--- src/rtl/hazard_stall_ctrl_if.sv ---
// rtl/hazard_stall_ctrl_if.sv - hazard/stall sequencer signal bundle
// Purpose: groups the pipeline-side hazard inputs and the stall/flush/hold
//   controls exchanged between the MIPS pipeline and hazard_stall_ctrl.
// Parameters: REG_W register-specifier width; CNT_W statistics counter width
//   (present only when HAZARD_STATS_EN is defined).
// Modports: master = pipeline (drives hazard inputs, receives controls),
//   slave = hazard_stall_ctrl.
// Signals: id_rs, id_rt, id_uses_rt, id_is_branch, branch_taken, ex_mem_read,
//   ex_reg_write, ex_write_reg, mem_mem_read, mem_write_reg, dmem_req,
//   dmem_ready -> controller; pc_write, if_id_write, id_ex_bubble,
//   if_id_flush, pipe_hold, hazard_state [, stall_cycles, hold_cycles] <- controller.
interface hazard_stall_ctrl_if #(
  parameter int REG_W = 5
`ifdef HAZARD_STATS_EN
  , parameter int CNT_W = 16
`endif
);
  logic [REG_W-1:0] id_rs;
  logic [REG_W-1:0] id_rt;
  logic             id_uses_rt;
  logic             id_is_branch;
  logic             branch_taken;
  logic             ex_mem_read;
  logic             ex_reg_write;
  logic [REG_W-1:0] ex_write_reg;
  logic             mem_mem_read;
  logic [REG_W-1:0] mem_write_reg;
  logic             dmem_req;
  logic             dmem_ready;
  logic             pc_write;
  logic             if_id_write;
  logic             id_ex_bubble;
  logic             if_id_flush;
  logic             pipe_hold;
  logic [1:0]       hazard_state;
`ifdef HAZARD_STATS_EN
  logic [CNT_W-1:0] stall_cycles;
  logic [CNT_W-1:0] hold_cycles;
`endif

  modport master (
    output id_rs, id_rt, id_uses_rt, id_is_branch, branch_taken,
           ex_mem_read, ex_reg_write, ex_write_reg, mem_mem_read,
           mem_write_reg, dmem_req, dmem_ready,
    input  pc_write, if_id_write, id_ex_bubble, if_id_flush, pipe_hold,
           hazard_state
`ifdef HAZARD_STATS_EN
    , input stall_cycles, hold_cycles
`endif
  );

  modport slave (
    input  id_rs, id_rt, id_uses_rt, id_is_branch, branch_taken,
           ex_mem_read, ex_reg_write, ex_write_reg, mem_mem_read,
           mem_write_reg, dmem_req, dmem_ready,
    output pc_write, if_id_write, id_ex_bubble, if_id_flush, pipe_hold,
           hazard_state
`ifdef HAZARD_STATS_EN
    , output stall_cycles, hold_cycles
`endif
  );
endinterface

--- src/rtl/hazard_stall_ctrl.sv ---
// rtl/hazard_stall_ctrl.sv - pipeline hazard stall/bubble/flush/hold sequencer
// Purpose: detects hazards forwarding cannot cover and sequences PC/IF-ID
//   stalls, ID/EX bubbles, IF/ID flushes on taken branches and whole-pipe
//   holds during multi-cycle data-memory accesses.
// Ports: clk, rst_n (async active-low), bus (hazard_stall_ctrl_if.slave).
// Optional: HAZARD_STATS_EN adds saturating stall_cycles/hold_cycles counters.
module hazard_stall_ctrl (
  input  logic                 clk,
  input  logic                 rst_n,
  hazard_stall_ctrl_if.slave   bus
);

  typedef enum logic [1:0] {
    RUN      = 2'd0,
    STALL2   = 2'd1,
    MEM_WAIT = 2'd2
  } state_t;

  state_t state, state_next;
  state_t resume, resume_next;
  state_t eval_state;

  logic match_ex, match_mem;
  logic haz_lu, haz_br1, haz_brl, haz_brm;
  logic mem_busy;

  logic pc_write, if_id_write, id_ex_bubble, if_id_flush, pipe_hold;

  // Register 0 is hardwired, so a $zero destination never creates a hazard.
  assign match_ex  = (bus.ex_write_reg != '0) &&
                     ((bus.ex_write_reg == bus.id_rs) ||
                      (bus.id_uses_rt && (bus.ex_write_reg == bus.id_rt)));
  assign match_mem = (bus.mem_write_reg != '0) &&
                     ((bus.mem_write_reg == bus.id_rs) ||
                      (bus.id_uses_rt && (bus.mem_write_reg == bus.id_rt)));

  assign haz_lu   = bus.ex_mem_read & match_ex;
  assign haz_br1  = bus.id_is_branch & bus.ex_reg_write & match_ex & ~bus.ex_mem_read;
  assign haz_brl  = bus.id_is_branch & bus.ex_mem_read & match_ex;
  assign haz_brm  = bus.id_is_branch & bus.mem_mem_read & match_mem;
  assign mem_busy = bus.dmem_req & ~bus.dmem_ready;

  always_comb begin
    pc_write     = 1'b1;
    if_id_write  = 1'b1;
    id_ex_bubble = 1'b0;
    if_id_flush  = 1'b0;
    pipe_hold    = 1'b0;
    state_next   = state;
    resume_next  = resume;
    // On the release cycle of a memory wait, behave exactly like the state
    // that was interrupted.
    eval_state   = (state == MEM_WAIT) ? resume : state;

    if (!rst_n) begin
      state_next  = RUN;
      resume_next = RUN;
    end else if ((state == MEM_WAIT) && !bus.dmem_ready) begin
      pc_write    = 1'b0;
      if_id_write = 1'b0;
      pipe_hold   = 1'b1;
    end else begin
      case (eval_state)
        RUN: begin
          state_next = RUN;
          if (mem_busy) begin
            pc_write    = 1'b0;
            if_id_write = 1'b0;
            pipe_hold   = 1'b1;
            state_next  = MEM_WAIT;
            resume_next = RUN;
          end else if (haz_brl) begin
            pc_write     = 1'b0;
            if_id_write  = 1'b0;
            id_ex_bubble = 1'b1;
            state_next   = STALL2;
          end else if (haz_lu | haz_br1 | haz_brm) begin
            pc_write     = 1'b0;
            if_id_write  = 1'b0;
            id_ex_bubble = 1'b1;
          end else if (bus.id_is_branch && bus.branch_taken) begin
            if_id_flush = 1'b1;
          end
        end
        STALL2: begin
          if (mem_busy) begin
            // The second bubble stays pending across the memory wait.
            pc_write    = 1'b0;
            if_id_write = 1'b0;
            pipe_hold   = 1'b1;
            state_next  = MEM_WAIT;
            resume_next = STALL2;
          end else begin
            pc_write     = 1'b0;
            if_id_write  = 1'b0;
            id_ex_bubble = 1'b1;
            state_next   = RUN;
          end
        end
        default: begin
          state_next  = RUN;
          resume_next = RUN;
        end
      endcase
    end
  end

  always_ff @(posedge clk or negedge rst_n) begin
    if (!rst_n) begin
      state  <= RUN;
      resume <= RUN;
    end else begin
      state  <= state_next;
      resume <= resume_next;
    end
  end

  assign bus.pc_write     = pc_write;
  assign bus.if_id_write  = if_id_write;
  assign bus.id_ex_bubble = id_ex_bubble;
  assign bus.if_id_flush  = if_id_flush;
  assign bus.pipe_hold    = pipe_hold;
  assign bus.hazard_state = state;

`ifdef HAZARD_STATS_EN
  always_ff @(posedge clk or negedge rst_n) begin
    if (!rst_n) begin
      bus.stall_cycles <= '0;
      bus.hold_cycles  <= '0;
    end else begin
      if (id_ex_bubble && !(&bus.stall_cycles))
        bus.stall_cycles <= bus.stall_cycles + 1'b1;
      if (pipe_hold && !(&bus.hold_cycles))
        bus.hold_cycles <= bus.hold_cycles + 1'b1;
    end
  end
`else
`endif

endmodule

--- src/flat_wrapper.sv ---
// flat-port wrapper written by rule: the top's interface ports become plain ports
module hazard_stall_ctrl_flat 
  (clk, rst_n, bus_id_rs, bus_id_rt, bus_id_uses_rt, bus_id_is_branch, bus_branch_taken, bus_ex_mem_read, bus_ex_reg_write, bus_ex_write_reg, bus_mem_mem_read, bus_mem_write_reg, bus_dmem_req, bus_dmem_ready, bus_pc_write, bus_if_id_write, bus_id_ex_bubble, bus_if_id_flush, bus_pipe_hold, bus_hazard_state);
  hazard_stall_ctrl_if bus_i ();
  input  logic clk;
  input  logic rst_n;
  input wire logic [$bits(bus_i.id_rs)-1:0] bus_id_rs;
  input wire logic [$bits(bus_i.id_rt)-1:0] bus_id_rt;
  input wire logic [$bits(bus_i.id_uses_rt)-1:0] bus_id_uses_rt;
  input wire logic [$bits(bus_i.id_is_branch)-1:0] bus_id_is_branch;
  input wire logic [$bits(bus_i.branch_taken)-1:0] bus_branch_taken;
  input wire logic [$bits(bus_i.ex_mem_read)-1:0] bus_ex_mem_read;
  input wire logic [$bits(bus_i.ex_reg_write)-1:0] bus_ex_reg_write;
  input wire logic [$bits(bus_i.ex_write_reg)-1:0] bus_ex_write_reg;
  input wire logic [$bits(bus_i.mem_mem_read)-1:0] bus_mem_mem_read;
  input wire logic [$bits(bus_i.mem_write_reg)-1:0] bus_mem_write_reg;
  input wire logic [$bits(bus_i.dmem_req)-1:0] bus_dmem_req;
  input wire logic [$bits(bus_i.dmem_ready)-1:0] bus_dmem_ready;
  output wire logic [$bits(bus_i.pc_write)-1:0] bus_pc_write;
  output wire logic [$bits(bus_i.if_id_write)-1:0] bus_if_id_write;
  output wire logic [$bits(bus_i.id_ex_bubble)-1:0] bus_id_ex_bubble;
  output wire logic [$bits(bus_i.if_id_flush)-1:0] bus_if_id_flush;
  output wire logic [$bits(bus_i.pipe_hold)-1:0] bus_pipe_hold;
  output wire logic [$bits(bus_i.hazard_state)-1:0] bus_hazard_state;
  assign bus_i.id_rs = bus_id_rs;
  assign bus_i.id_rt = bus_id_rt;
  assign bus_i.id_uses_rt = bus_id_uses_rt;
  assign bus_i.id_is_branch = bus_id_is_branch;
  assign bus_i.branch_taken = bus_branch_taken;
  assign bus_i.ex_mem_read = bus_ex_mem_read;
  assign bus_i.ex_reg_write = bus_ex_reg_write;
  assign bus_i.ex_write_reg = bus_ex_write_reg;
  assign bus_i.mem_mem_read = bus_mem_mem_read;
  assign bus_i.mem_write_reg = bus_mem_write_reg;
  assign bus_i.dmem_req = bus_dmem_req;
  assign bus_i.dmem_ready = bus_dmem_ready;
  assign bus_pc_write = bus_i.pc_write;
  assign bus_if_id_write = bus_i.if_id_write;
  assign bus_id_ex_bubble = bus_i.id_ex_bubble;
  assign bus_if_id_flush = bus_i.if_id_flush;
  assign bus_pipe_hold = bus_i.pipe_hold;
  assign bus_hazard_state = bus_i.hazard_state;
  hazard_stall_ctrl u_core (.clk(clk), .rst_n(rst_n), .bus(bus_i));
endmodule
--- config.mk ---
export PLATFORM = sky130hd
export DESIGN_NAME = hazard_stall_ctrl_flat
export DESIGN_NICKNAME = d
export VERILOG_FILES = /design/src/rtl/hazard_stall_ctrl_if.sv /design/src/rtl/hazard_stall_ctrl.sv /design/src/flat_wrapper.sv
export SDC_FILE = /design/constraint.sdc
export NUM_CORES = 1
export LEC_CHECK = 0
export CAP_MARGIN = 15
export CORE_MARGIN = 2
export CORE_UTILIZATION = 33
export CTS_CLUSTER_SIZE = 12
export DETAILED_ROUTE_END_ITERATION = 10
export PLACE_DENSITY = 0.75
export RECOVER_POWER = 25
export SLEW_MARGIN = 0
export SYNTH_ARGS = -nofsm -noshare
export SYNTH_HDL_FRONTEND = slang
export SYNTH_SLANG_ARGS = --single-unit
--- constraint.sdc ---
create_clock -name clk -period 1.8 [get_ports clk]
set_input_delay 0.27 -clock clk [delete_from_list [all_inputs] [get_ports clk]]
set_output_delay 0.27 -clock clk [all_outputs]
set_load 0.02 [all_outputs]
======== After elaboration in Yosys (flattened, before gate mapping) ========
Cells that the tools add are included.
word-level totals
  register bits ........................... 4
  input port bits ......................... 30
  output and inout port bits .............. 7
  word-level logic and storage cells ...... 74
cells by class
  bitwise gates (word level) .............. 13
  muxes and demuxes ....................... 36
  equal/unequal tests ..................... 9
  reduce and logical (&&, ||, !) cells .... 14
operator list
  operator            count
  $mux 1              23
  $eq 5x5->1          4
  $mux 2              9
  $reduce_bool 5->1   2
  $and 1x1->1         9
  $pmux 2 s2          2
  $logic_and 1x1->1   6
  $ne 3x2->1 const B  2
  $pmux 1 s2          2
  $reduce_and 3->1    1
  $eq 2x1->1 const B  1
  $eq 2x2->1 const B  1
  $logic_not 2->1     1
  $logic_or 1x1->1    2
  $ne 2x2->1 const B  1
  $not 1->1           2
  $or 1x1->1          2
  $reduce_or 2->1     1
  $logic_not 1->1     1

======== Longest topological paths before layout ========
Gate-level depths: netlist of the first run.
  word-level depth ........................ 14
  depth in mapped cells ................... 6
  gate-level depth less buffers ........... 5

======== Worst setup path before layout of the first run ========
No wires, ideal clock.
  kind .................................... input-to-output
  from .................................... in bus_ex_write_reg[3]
  to ...................................... out bus_pc_write
  data arrival time ....................... 1590 ps
  stages on the path ...................... 6
  path slack .............................. -60 ps
  cell sequence ........................... xor2_1 -> nor4_2 -> a32oi_1 -> o32a_1 -> a21o_1 -> buf_4
on the way
  cells in the longest elaborated chain, start to end .. 14
  elaborated cells between the ends (all ways) .. 18
  those cells by class .................... 2 x eq/ne; 6 x mux; 6 x bitwise; 4 x reduce/logical
ends and longest elaborated chain
  what                      RTL line                 text
  from (decl)               flat_wrapper.sv:14       input wire logic [$bits(bus_i.ex_write_reg)-1:0] bus_ex_write_reg;
  $eq 5x5->1                hazard_stall_ctrl.sv:32  (bus.id_uses_rt && (bus.ex_write_reg == bus.id_rt)));
  $logic_and 1x1->1         hazard_stall_ctrl.sv:32
  $logic_or 1x1->1          hazard_stall_ctrl.sv:31  ((bus.ex_write_reg == bus.id_rs) ||
  $logic_and 1x1->1 *       hazard_stall_ctrl.sv:30  assign match_ex = (bus.ex_write_reg != '0) &&
  $and 1x1->1 (2 in a row)  hazard_stall_ctrl.sv:38  assign haz_br1 = bus.id_is_branch & bus.ex_reg_write & match_ex & ~bus.ex_mem_read;
  $or 1x1->1 (2 in a row)   hazard_stall_ctrl.sv:77  end else if (haz_lu | haz_br1 | haz_brm) begin
  $mux 1                    -
  $mux 1 * (2 in a row)     -
  $pmux 1 s2 *              -
  $mux 1 * (2 in a row)     -
  to (decl)                 flat_wrapper.sv:19       output wire logic [$bits(bus_i.pc_write)-1:0] bus_pc_write;
Every way passes the cells marked *; elsewhere a longest branch is shown, timed or not.

======== Worst setup path in the final report of the first run ========
  from .................................... in bus_ex_write_reg[1]
  to ...................................... out bus_pc_write
on the way
  cells in the longest elaborated chain, start to end .. 14
  elaborated cells between the ends (all ways) .. 18
  those cells by class .................... 2 x eq/ne; 6 x mux; 6 x bitwise; 4 x reduce/logical
ends and longest elaborated chain
  what                      RTL line                 text
  $eq 5x5->1                hazard_stall_ctrl.sv:32
  $logic_and 1x1->1         hazard_stall_ctrl.sv:32
  $logic_or 1x1->1          hazard_stall_ctrl.sv:31
  $logic_and 1x1->1 *       hazard_stall_ctrl.sv:30
  $and 1x1->1 (2 in a row)  hazard_stall_ctrl.sv:38
  $or 1x1->1 (2 in a row)   hazard_stall_ctrl.sv:77
  $mux 1                    hazard_stall_ctrl.sv:77
  $mux 1 *                  hazard_stall_ctrl.sv:72  end else if (haz_brl) begin
  $mux 1 *                  hazard_stall_ctrl.sv:66  if (mem_busy) begin
  $pmux 1 s2 *              hazard_stall_ctrl.sv:63  case (eval_state)
  $mux 1 *                  hazard_stall_ctrl.sv:58  end else if ((state == MEM_WAIT) && !bus.dmem_ready) begin
  $mux 1 *                  hazard_stall_ctrl.sv:55  if (!rst_n) begin
Marks and branches as above.

==> impl_metrics.prom, run 1 <==
# TYPE chip_impl_metric gauge
chip_impl_metric{name="syn_avg_cell_area",unit="um2"} 7.81
chip_impl_info{name="synth_top_family_by_area",value="XOR/XNOR gates"} 1
chip_impl_metric{name="yosysWarningCount",unit=""} 0
chip_impl_metric{name="initialDrtViolationCount",unit=""} 2
chip_impl_metric{name="number_of_vias_in_the_routed_layout",unit=""} 692
chip_impl_metric{name="critical_path_depth",unit=""} 6
chip_impl_metric{name="leakage",unit="nW"} 0.483
chip_impl_metric{name="max_transition_margin",unit=""} 0.794
chip_impl_metric{name="clock_path_buffers",unit=""} 2
chip_impl_metric{name="ys_seq_elements",unit=""} 3
chip_impl_metric{name="synth-async-reset-ratio",unit=""} 1.00
chip_impl_metric{name="wire_length_of_the_first_global_routing_pass",unit="um"} 2770
chip_impl_metric{name="cellPowerDensity",unit="nW/um2"} 381
chip_impl_metric{name="share_of_synthesized_cell_area_in_and_or_nand_and_nor_gates",unit=""} 0.275
chip_impl_metric{name="synth_compound_area_frac",unit=""} 0.201
chip_impl_metric{name="postSynthNetCount",unit=""} 93
chip_impl_metric{name="final_util",unit=""} 0.767
chip_impl_metric{name="synthXorXnorAreaFrac",unit=""} 0.356
chip_impl_info{name="root_buffer_cell",value="sky130_fd_sc_hd__clkbuf_4"} 1
chip_impl_metric{name="worst-slew-pin-transition",unit="ns"} 0.309
chip_impl_metric{name="routed_via_density",unit=""} 5.05
chip_impl_info{name="crit_slowest_cell",value="sky130_fd_sc_hd__or4_1"} 1
chip_impl_metric{name="register_area",unit="um2"} 75.1
chip_impl_metric{name="critical_path_required",unit="ns"} 1.53
chip_impl_metric{name="initial_drt_pass_iterations",unit=""} 4
chip_impl_metric{name="critical_path.max_stage_delay",unit="ns"} 0.55
chip_impl_metric{name="p_clk_frac",unit=""} 0.310
chip_impl_metric{name="cts_num_sinks",unit=""} 3
chip_impl_metric{name="synth_enable_flop_cells",unit=""} 0
chip_impl_info{name="synth_area_leaders",value="sky130_fd_sc_hd__xor2_1 32%, sky130_fd_sc_hd__dfrtp_1 15%, sky130_fd_sc_hd__a21oi_1 5.1%"} 1
chip_impl_metric{name="synth.cell_area",unit="um2"} 492
chip_impl_metric{name="die_w",unit="um"} 42.6
chip_impl_metric{name="fp.dieH",unit="um"} 42.6
chip_impl_metric{name="die_area",unit="um2"} 1810
chip_impl_metric{name="switching_share",unit=""} 0.323
chip_impl_metric{name="synth_cells",unit=""} 63
chip_impl_metric{name="drive_gt1_frac",unit=""} 0.393
chip_impl_metric{name="worst_skew_pair.late_latency",unit="ns"} 0.24
chip_impl_metric{name="final_antenna_net_count",unit=""} 0
chip_impl_metric{name="maximum_number_of_pins_on_one_net_before_global_route_repair",unit=""} 7
chip_impl_metric{name="htreeDepth",unit=""} 1
chip_impl_metric{name="power.sequential.fraction",unit=""} 0.178
chip_impl_metric{name="first_global_vias",unit=""} 745
chip_impl_info{name="synth.top_cells.by_count",value="18 x sky130_fd_sc_hd__xor2_1, 6 x sky130_fd_sc_hd__nor2_1, 5 x sky130_fd_sc_hd__a21oi_1, 5 x sky130_fd_sc_hd__nor3_1, 4 x sky130_fd_sc_hd__nand2_1"} 1
chip_impl_info{name="regToRegStartpoint",value="u_core.bus.hazard_state[1]$_DFFE_PN0P_"} 1
chip_impl_metric{name="ff2ff_path_depth",unit=""} 5
chip_impl_metric{name="wl",unit="um"} 1800
chip_impl_metric{name="num-fill-cells",unit=""} 112
chip_impl_metric{name="fraction_of_synthesized_cell_area_taken_by_the_top_area_cell_type",unit=""} 0.321
chip_impl_metric{name="multi_input_gate_area_in_the_final_layout",unit="um2"} 442
chip_impl_metric{name="power_frac_comb",unit=""} 0.512
chip_impl_metric{name="std_cell_rows",unit=""} 13
chip_impl_metric{name="drc_errors",unit=""} 0
chip_impl_metric{name="cellInternalPower",unit="W"} 0.000267
chip_impl_metric{name="layout_worst_path_cycle_share",unit=""} 1.08
chip_impl_info{name="run_status",value="finished with violations"} 1
chip_impl_metric{name="detailed_place_hpwl",unit="um"} 1470
chip_impl_metric{name="placed_cells_incl_taps",unit=""} 131
chip_impl_metric{name="wl_per_cell",unit="um"} 13.1
chip_impl_info{name="most_frequent_cell_after_synthesis",value="sky130_fd_sc_hd__xor2_1"} 1
chip_impl_metric{name="timing.hold.ws",unit="ns"} 0.455
chip_impl_metric{name="cts.hold.buffers_added",unit=""} 0
chip_impl_metric{name="n_antenna_cell",unit=""} 0
chip_impl_metric{name="area_delta_synth_final",unit="%"} 111
chip_impl_metric{name="finalNetCount",unit=""} 153
chip_impl_metric{name="worst-endpoint-arrival",unit="ns"} 1.67
chip_impl_info{name="yosysTopAreaCell",value="sky130_fd_sc_hd__xor2_1"} 1
chip_impl_metric{name="critPathMaxFanout",unit=""} 3
chip_impl_info{name="worst_setup_path_start_kind",value="input port"} 1
chip_impl_info{name="violations_in_the_final_reports",value="negative setup slack"} 1
chip_impl_metric{name="residual_overflow_from_global_routing",unit=""} 0
chip_impl_metric{name="final_hold_viol_count",unit=""} 0
chip_impl_metric{name="synth.lib_cells_used.distinct",unit=""} 22
chip_impl_info{name="hold_path.class",value="input port to async pin"} 1
chip_impl_metric{name="coreArea",unit="um2"} 1350
chip_impl_metric{name="grt_use_total",unit=""} 0.202
chip_impl_metric{name="final_cell_count_no_fill",unit=""} 137
chip_impl_metric{name="gp_routability_congestion",unit=""} 0.807
chip_impl_metric{name="critical_path.n_buffers_inverters",unit=""} 2
chip_impl_metric{name="muxShareOfSynthArea",unit=""} 0
chip_impl_metric{name="initial_core_util",unit=""} 0.364
chip_impl_metric{name="setup_viol",unit=""} 4
chip_impl_metric{name="fin_ws",unit="ns"} -0.142
chip_impl_info{name="endpoint_kind",value="output pin"} 1
chip_impl_info{name="cts_tree",value="built"} 1
chip_impl_metric{name="synthAdderAreaFrac",unit=""} 0
chip_impl_info{name="worst_setup_path_startpoint",value="bus_ex_write_reg[1]"} 1
chip_impl_info{name="ys.flop_type",value="sky130_fd_sc_hd__dfrtp_1"} 1
chip_impl_info{name="path_cells",value="clkdlybuf4s15_2, or4_1, nor2_2, o32a_1, a21o_1, buf_6"} 1
chip_impl_metric{name="worst_ir_drop_vdd",unit="uV"} 313
chip_impl_metric{name="clock_buffers_created_by_tritoncts",unit=""} 3
chip_impl_metric{name="clk_pin_slew_worst_paths",unit="ns"} 0.04
chip_impl_metric{name="period_minus_slack",unit="ns"} 1.94
chip_impl_info{name="grt_setup_unrepaired",value="true"} 1
chip_impl_info{name="category_of_cells_accounting_for_the_largest_share_of_critical_path_delay",value="simple AND/OR/NAND/NOR gates"} 1
chip_impl_info{name="crit_type",value="input port to output pin"} 1
chip_impl_metric{name="final.setup_skew",unit="ns"} 0.00567
chip_impl_metric{name="timing_max_transition_violations_final",unit=""} 0
chip_impl_metric{name="finalPower",unit="W"} 0.000394
chip_impl_metric{name="antenna_found_initial",unit=""} 0
chip_impl_metric{name="drv_cap",unit=""} 0
chip_impl_metric{name="design.portCount",unit=""} 37
chip_impl_metric{name="io_buffer_count",unit=""} 36
chip_impl_metric{name="power_switching",unit="W"} 0.000127
chip_impl_metric{name="synth_seq_area_share",unit=""} 0.153
chip_impl_metric{name="achievable-frequency",unit="GHz"} 0.515
-- stage by stage --
step	TNS [ns]	setup WS [ns]	cell area [um2]
detailed placement	-3.93	-0.946	998
global placement	-3.72	-0.880	998
global route	-0.665	-0.183	1040
finish	-0.523	-0.142	1040
CTS	-0.703	-0.208	1030
floorplan	0	0.0199	495
-- final cells by class --
cell class,instances,share of cell area
clock buffer,4,0.0254
tap,15,0.0181
multi-input combinational,59,0.426
sequential,3,0.0725
timing repair buffer,56,0.458
-- kinds of logic after synthesis --
kind of cell	count (synthesis)
AOI/OAI and AO/OA	14
xor gates and xnor gates	20
buffers and inverters	1
DFF	3
and+or+nand+nor	25
-- power by group through the flow --
| stage | clock [W] | combinational [W] | sequential (W) |
|---|---|---|---|
| floorplan | 0 | 0.0000669 | 0.0000729 |
| global placement | 0 | 0.000195 | 0.0000708 |
| detailed placement | 0 | 0.000200 | 0.0000709 |
| CTS | 0.000124 | 0.000197 | 0.0000701 |
| global route | 0.000134 | 0.000216 | 0.0000703 |
| finish | 0.000122 | 0.000202 | 0.0000701 |
-- flip-flops by register name, summed over array words and instances, names as in the netlist --
signal	count
u_core.resume	1
u_core.bus.hazard_state	2
-- timing repair --
action                                  4_1_cts  5_1_grt
gates cloned                                  0        0
endpoints found under the setup margin        5        5
endpoints found under the hold margin         0        0
resized for setup                            85       13
buffers inserted                              1        1
pin swaps                                    13        9
-- layout by cell type, fill, tap and decap left out, types with 2 or more instances in the layout --
cell / Yosys / routed
sky130_fd_sc_hd__buf_2: 0 / 7
sky130_fd_sc_hd__clkdlybuf4s15_1: 0 / 2
sky130_fd_sc_hd__nand2_1: 4 / 4
sky130_fd_sc_hd__a32oi_1: 2 / 2
sky130_fd_sc_hd__nor2_1: 6 / 5
sky130_fd_sc_hd__clkdlybuf4s50_1: 0 / 11
sky130_fd_sc_hd__buf_6: 0 / 6
sky130_fd_sc_hd__nor4_2: 1 / 2
sky130_fd_sc_hd__a21o_1: 2 / 2
sky130_fd_sc_hd__clkbuf_4: 0 / 3
sky130_fd_sc_hd__buf_4: 1 / 21
sky130_fd_sc_hd__a21oi_1: 5 / 5
sky130_fd_sc_hd__dfrtp_1: 3 / 3
sky130_fd_sc_hd__xor2_2: 0 / 2
sky130_fd_sc_hd__xnor2_1: 2 / 2
sky130_fd_sc_hd__xor2_1: 18 / 16
sky130_fd_sc_hd__nor3_1: 5 / 4
sky130_fd_sc_hd__nor2b_1: 3 / 3
sky130_fd_sc_hd__dlygate4sd2_1: 0 / 6
-- worst paths after layout --
| path | slack, ns | end |
|---|---|---|
| max in group asynchronous | 1.24 | u_core.resume[0]$_DFFE_PN0P_ |
| min in group clk | 0.57 | u_core.resume[0]$_DFFE_PN0P_ |
| min | 0.46 | u_core.bus.hazard_state[0]$_DFFE_PN0P_ |
| max | -0.14 | bus_pc_write |
| max reg2reg | 0.59 | u_core.bus.hazard_state[0]$_DFFE_PN0P_ |
| min reg2reg | 0.57 | u_core.resume[0]$_DFFE_PN0P_ |
-- per-layer routing --
| layer | global-route usage | vias up | wire (um) |
|---|---|---|---|
| li1 | - | 345 | - |
| met1 | 0.186 | 305 | 641 |
| met2 | 0.415 | 36 | 973 |
| met3 | 0 | 6 | 109 |
| met4 | 0.138 | 0 | 72 |
| met5 | 0 | - | 0 |
(Power assumes the default switching activity.)
==> inputs of run 2 (changes only) <==
- ABC_AREA: not set -> 1
- CORE_ASPECT_RATIO: not set -> 1.2
- CORE_UTILIZATION: 33 -> 37
- GPL_ROUTABILITY_DRIVEN: not set -> 0
- SKIP_CTS_REPAIR_TIMING: not set -> 1
==> run 2 against run 1 <==
The run now ends clean. Via count increased by 33%. Critical path depth unchanged. Combinational power up 2%. Design area is 12% higher. Largest power group unchanged. Highest routed layer unchanged.
==> impl_metrics.prom, run 2 <==
# TYPE chip_impl_metric gauge
chip_impl_metric{name="num-fill-cells",unit=""} 142
chip_impl_metric{name="period_minus_slack",unit="ns"} 1.70
chip_impl_metric{name="final_cell_count_no_fill",unit=""} 195
chip_impl_info{name="most_frequent_cell_after_synthesis",value="sky130_fd_sc_hd__nand2_1"} 1
chip_impl_metric{name="residual_overflow_from_global_routing",unit=""} 0
chip_impl_metric{name="finalNetCount",unit=""} 208
chip_impl_info{name="cts_tree",value="built"} 1
chip_impl_info{name="critical_path_sink",value="bus_pipe_hold"} 1
chip_impl_info{name="synth.top_cells.by_count",value="47 x sky130_fd_sc_hd__nand2_1, 20 x sky130_fd_sc_hd__inv_1, 16 x sky130_fd_sc_hd__nor2_1"} 1
chip_impl_metric{name="clk_pin_slew_worst_paths",unit="ns"} 0.04
chip_impl_metric{name="std_cell_rows",unit=""} 16
chip_impl_metric{name="wl_per_cell",unit="um"} 10.2
chip_impl_metric{name="synth_seq_area_share",unit=""} 0.120
chip_impl_metric{name="fraction_of_synthesized_cell_area_taken_by_the_top_area_cell_type",unit=""} 0.281
chip_impl_metric{name="critPathMaxFanout",unit=""} 4
chip_impl_metric{name="clock_path_buffers",unit=""} 2
chip_impl_metric{name="n_antenna_cell",unit=""} 0
chip_impl_metric{name="stdcell_area",unit="um2"} 1160
chip_impl_metric{name="setup_viol",unit=""} 0
chip_impl_metric{name="synth.cell_area",unit="um2"} 627
chip_impl_metric{name="die_area",unit="um2"} 2040
chip_impl_metric{name="maximum_number_of_pins_on_one_net_before_global_route_repair",unit=""} 6
chip_impl_metric{name="placed_area",unit="um2"} 1080
chip_impl_metric{name="layout_worst_path_cycle_share",unit=""} 0.946
chip_impl_metric{name="io_buffer_count",unit=""} 36
chip_impl_metric{name="fp.dieH",unit="um"} 49.1
chip_impl_metric{name="htreeDepth",unit=""} 1
chip_impl_info{name="regToRegStartpoint",value="u_core.bus.hazard_state[1]$_DFFE_PN0P_"} 1
chip_impl_metric{name="wl",unit="um"} 2000
chip_impl_metric{name="wire_length_of_the_first_global_routing_pass",unit="um"} 3210
chip_impl_info{name="category_of_cells_accounting_for_the_largest_share_of_critical_path_delay",value="buffers and inverters"} 1
chip_impl_metric{name="synth_cells",unit=""} 126
chip_impl_metric{name="largest_register_ffs",unit=""} 2
chip_impl_info{name="ys.flop_type",value="sky130_fd_sc_hd__dfrtp_1"} 1
chip_impl_metric{name="achievable-frequency",unit="GHz"} 0.587
chip_impl_metric{name="cts_num_sinks",unit=""} 3
chip_impl_info{name="synth_area_leaders",value="sky130_fd_sc_hd__nand2_1 28%, sky130_fd_sc_hd__dfrtp_1 12%, sky130_fd_sc_hd__inv_1 12%"} 1
chip_impl_metric{name="synth_enable_flop_cells",unit=""} 0
chip_impl_metric{name="worst-endpoint-arrival",unit="ns"} 1.43
chip_impl_metric{name="leakage",unit="nW"} 0.808
chip_impl_info{name="r2r-end",value="u_core.bus.hazard_state[0]$_DFFE_PN0P_"} 1
chip_impl_info{name="yosysTopAreaCell",value="sky130_fd_sc_hd__nand2_1"} 1
chip_impl_metric{name="drc_errors",unit=""} 0
chip_impl_info{name="worst_setup_path_startpoint",value="bus_dmem_req"} 1
chip_impl_metric{name="cellPowerDensity",unit="nW/um2"} 336
chip_impl_metric{name="worst-slew-pin-transition",unit="ns"} 0.233
chip_impl_metric{name="placed_cells_incl_taps",unit=""} 190
chip_impl_metric{name="syn_avg_cell_area",unit="um2"} 4.98
chip_impl_metric{name="ys_seq_elements",unit=""} 3
chip_impl_metric{name="routed_via_density",unit=""} 4.71
chip_impl_metric{name="number_of_vias_in_the_routed_layout",unit=""} 919
chip_impl_metric{name="final.setup_skew",unit="ns"} 0.00186
chip_impl_info{name="grt_setup_unrepaired",value="false"} 1
chip_impl_metric{name="initialDrtViolationCount",unit=""} 7
chip_impl_metric{name="final_hold_viol_count",unit=""} 0
chip_impl_info{name="final_cell_mix",value="47 x sky130_fd_sc_hd__nand2_1, 21 x sky130_fd_sc_hd__dlymetal6s2s_1, 16 x sky130_fd_sc_hd__inv_1, 16 x sky130_fd_sc_hd__nor2_1, 14 x sky130_fd_sc_hd__buf_4"} 1
chip_impl_info{name="crit_type",value="input port to output pin"} 1
chip_impl_metric{name="yosysWarningCount",unit=""} 0
chip_impl_info{name="run_status",value="complete, no violations"} 1
chip_impl_metric{name="area_delta_synth_final",unit="%"} 85.6
chip_impl_metric{name="initial_drt_pass_iterations",unit=""} 4
chip_impl_info{name="hold_path.class",value="input port to async pin"} 1
chip_impl_metric{name="setup_slack_of_the_most_critical_reg_to_reg_path",unit="ns"} 0.51
chip_impl_metric{name="postSynthNetCount",unit=""} 156
chip_impl_metric{name="synth.lib_cells_used.distinct",unit=""} 16
chip_impl_metric{name="final_util",unit=""} 0.718
chip_impl_info{name="endpoint_kind",value="output pin"} 1
chip_impl_metric{name="max_transition_margin",unit=""} 0.844
chip_impl_metric{name="final_antenna_net_count",unit=""} 0
chip_impl_metric{name="worst_skew_pair.late_latency",unit="ns"} 0.23
chip_impl_metric{name="critical_path_required",unit="ns"} 1.53
chip_impl_metric{name="ff2ff_path_depth",unit=""} 6
chip_impl_metric{name="finalPower",unit="W"} 0.000391
chip_impl_metric{name="critical_path.max_stage_delay",unit="ns"} 0.46
chip_impl_info{name="layout.cells.most_common",value="sky130_fd_sc_hd__nand2_1"} 1
chip_impl_metric{name="preCtsSetupSlack",unit="ns"} -0.632
chip_impl_metric{name="critical_path_depth",unit=""} 6
chip_impl_metric{name="first_global_vias",unit=""} 888
chip_impl_info{name="worst_setup_path_start_kind",value="input port"} 1
chip_impl_metric{name="clock_buffers_created_by_tritoncts",unit=""} 3
chip_impl_metric{name="initial_core_util",unit=""} 0.387
chip_impl_info{name="root_buffer_cell",value="sky130_fd_sc_hd__clkbuf_4"} 1
chip_impl_info{name="critical-path-top-cell-by-count",value="sky130_fd_sc_hd__inv_1"} 1
chip_impl_metric{name="timing_max_transition_violations_final",unit=""} 0
chip_impl_info{name="path_cells",value="clkdlybuf4s50_1, inv_1, nor2_1, inv_1, o21ai_0, clkbuf_2"} 1
chip_impl_metric{name="synth-async-reset-ratio",unit=""} 1.00
chip_impl_metric{name="drv_cap",unit=""} 0
chip_impl_metric{name="fin_ws",unit="ns"} 0.0975
chip_impl_metric{name="antenna_found_initial",unit=""} 0
chip_impl_metric{name="coreArea",unit="um2"} 1620
chip_impl_metric{name="drive_gt1_frac",unit=""} 0.203
chip_impl_info{name="crit_slowest_cell",value="sky130_fd_sc_hd__clkdlybuf4s50_1"} 1
chip_impl_metric{name="die_w",unit="um"} 41.6
chip_impl_metric{name="worst_ir_drop_vdd",unit="uV"} 191
chip_impl_metric{name="critical_path.n_buffers_inverters",unit=""} 4
chip_impl_metric{name="design.portCount",unit=""} 37
chip_impl_metric{name="grt_use_total",unit=""} 0.197
chip_impl_metric{name="detailed_place_hpwl",unit="um"} 1710
[run 2: changes by cell type after synthesis, moves of 4 or more]
| cell | previous run | this run |
|---|---|---|
| sky130_fd_sc_hd__xor2_1 | 18 | 1 |
| sky130_fd_sc_hd__nand3_1 | 1 | 10 |
| sky130_fd_sc_hd__inv_2 | 0 | 4 |
| sky130_fd_sc_hd__nand2_1 | 4 | 47 |
| sky130_fd_sc_hd__o21ai_0 | 0 | 8 |
| sky130_fd_sc_hd__nor2_1 | 6 | 16 |
| sky130_fd_sc_hd__inv_1 | 0 | 20 |
[run 2: worst min path at each step]
stage | to | from | slack (ns) | depth (start not counted)
global placement | u_core.resume[0]$_DFFE_PN0P_ | u_core.resume[0]$_DFFE_PN0P_ | 0.57 | 3
floorplan | u_core.bus.hazard_state[0]$_DFFE_PN0P_ | rst_n | -0.03 | 0
detailed placement | u_core.resume[0]$_DFFE_PN0P_ | u_core.resume[0]$_DFFE_PN0P_ | 0.57 | 3
finish | u_core.bus.hazard_state[0]$_DFFE_PN0P_ | rst_n | 0.44 | 2
global route | u_core.bus.hazard_state[0]$_DFFE_PN0P_ | rst_n | 0.44 | 2
CTS | u_core.bus.hazard_state[1]$_DFFE_PN0P_ | rst_n | 0.43 | 2
[run 2: cells by family after synthesis]
group | share of synthesized area
AOI/OAI and AO/OA | 0.104
xor gates and xnor gates | 0.0419
buffers and inverters | 0.156
DFF | 0.120
and+or+nand+nor | 0.579
[run 2: final cells by class]
cell class                 instances  area (um2)  share of cell area
timing repair buffer              48         488               0.419
multi-input combinational         98         462               0.397
inverter                          24        90.1              0.0774
sequential                         3        75.1              0.0645
clock buffer                       4        26.3              0.0226
tap                               18        22.5              0.0194
[run 2: per-layer routing]
| metal | wire length, um | global-route usage | part of all wire | vias up |
|---|---|---|---|---|
| met1 | 738 | 0.179 | 0.37 | 394 |
| met4 | 36 | 0.0753 | 0.018 | 0 |
| met5 | 0 | 0 | 0 | - |
| met3 | 82 | 0.0333 | 0.041 | 4 |
| li1 | - | - | - | 486 |
| met2 | 1140 | 0.409 | 0.57 | 35 |
[run 2: power breakdown]
part | leakage (nW) | internal (W) | total (W) | switching, W
logic | 0.752 | 0.000108 | 0.000206 | 0.0000987
registers | 0.0412 | 0.0000694 | 0.0000711 | 0.00000162
clock network | 0.0150 | 0.0000828 | 0.000113 | 0.0000307
total | 0.808 | 0.000260 | 0.000391 | 0.000131
[run 2: per-stage QoR]
stage | hold WS (ns) | TNS (ns)
after detailed placement | 0.572 | -2.73
after floorplan | -0.0256 | 0
final | 0.438 | 0
after global routing | 0.445 | 0
after global placement | 0.568 | -2.63
after CTS | 0.429 | -2.76
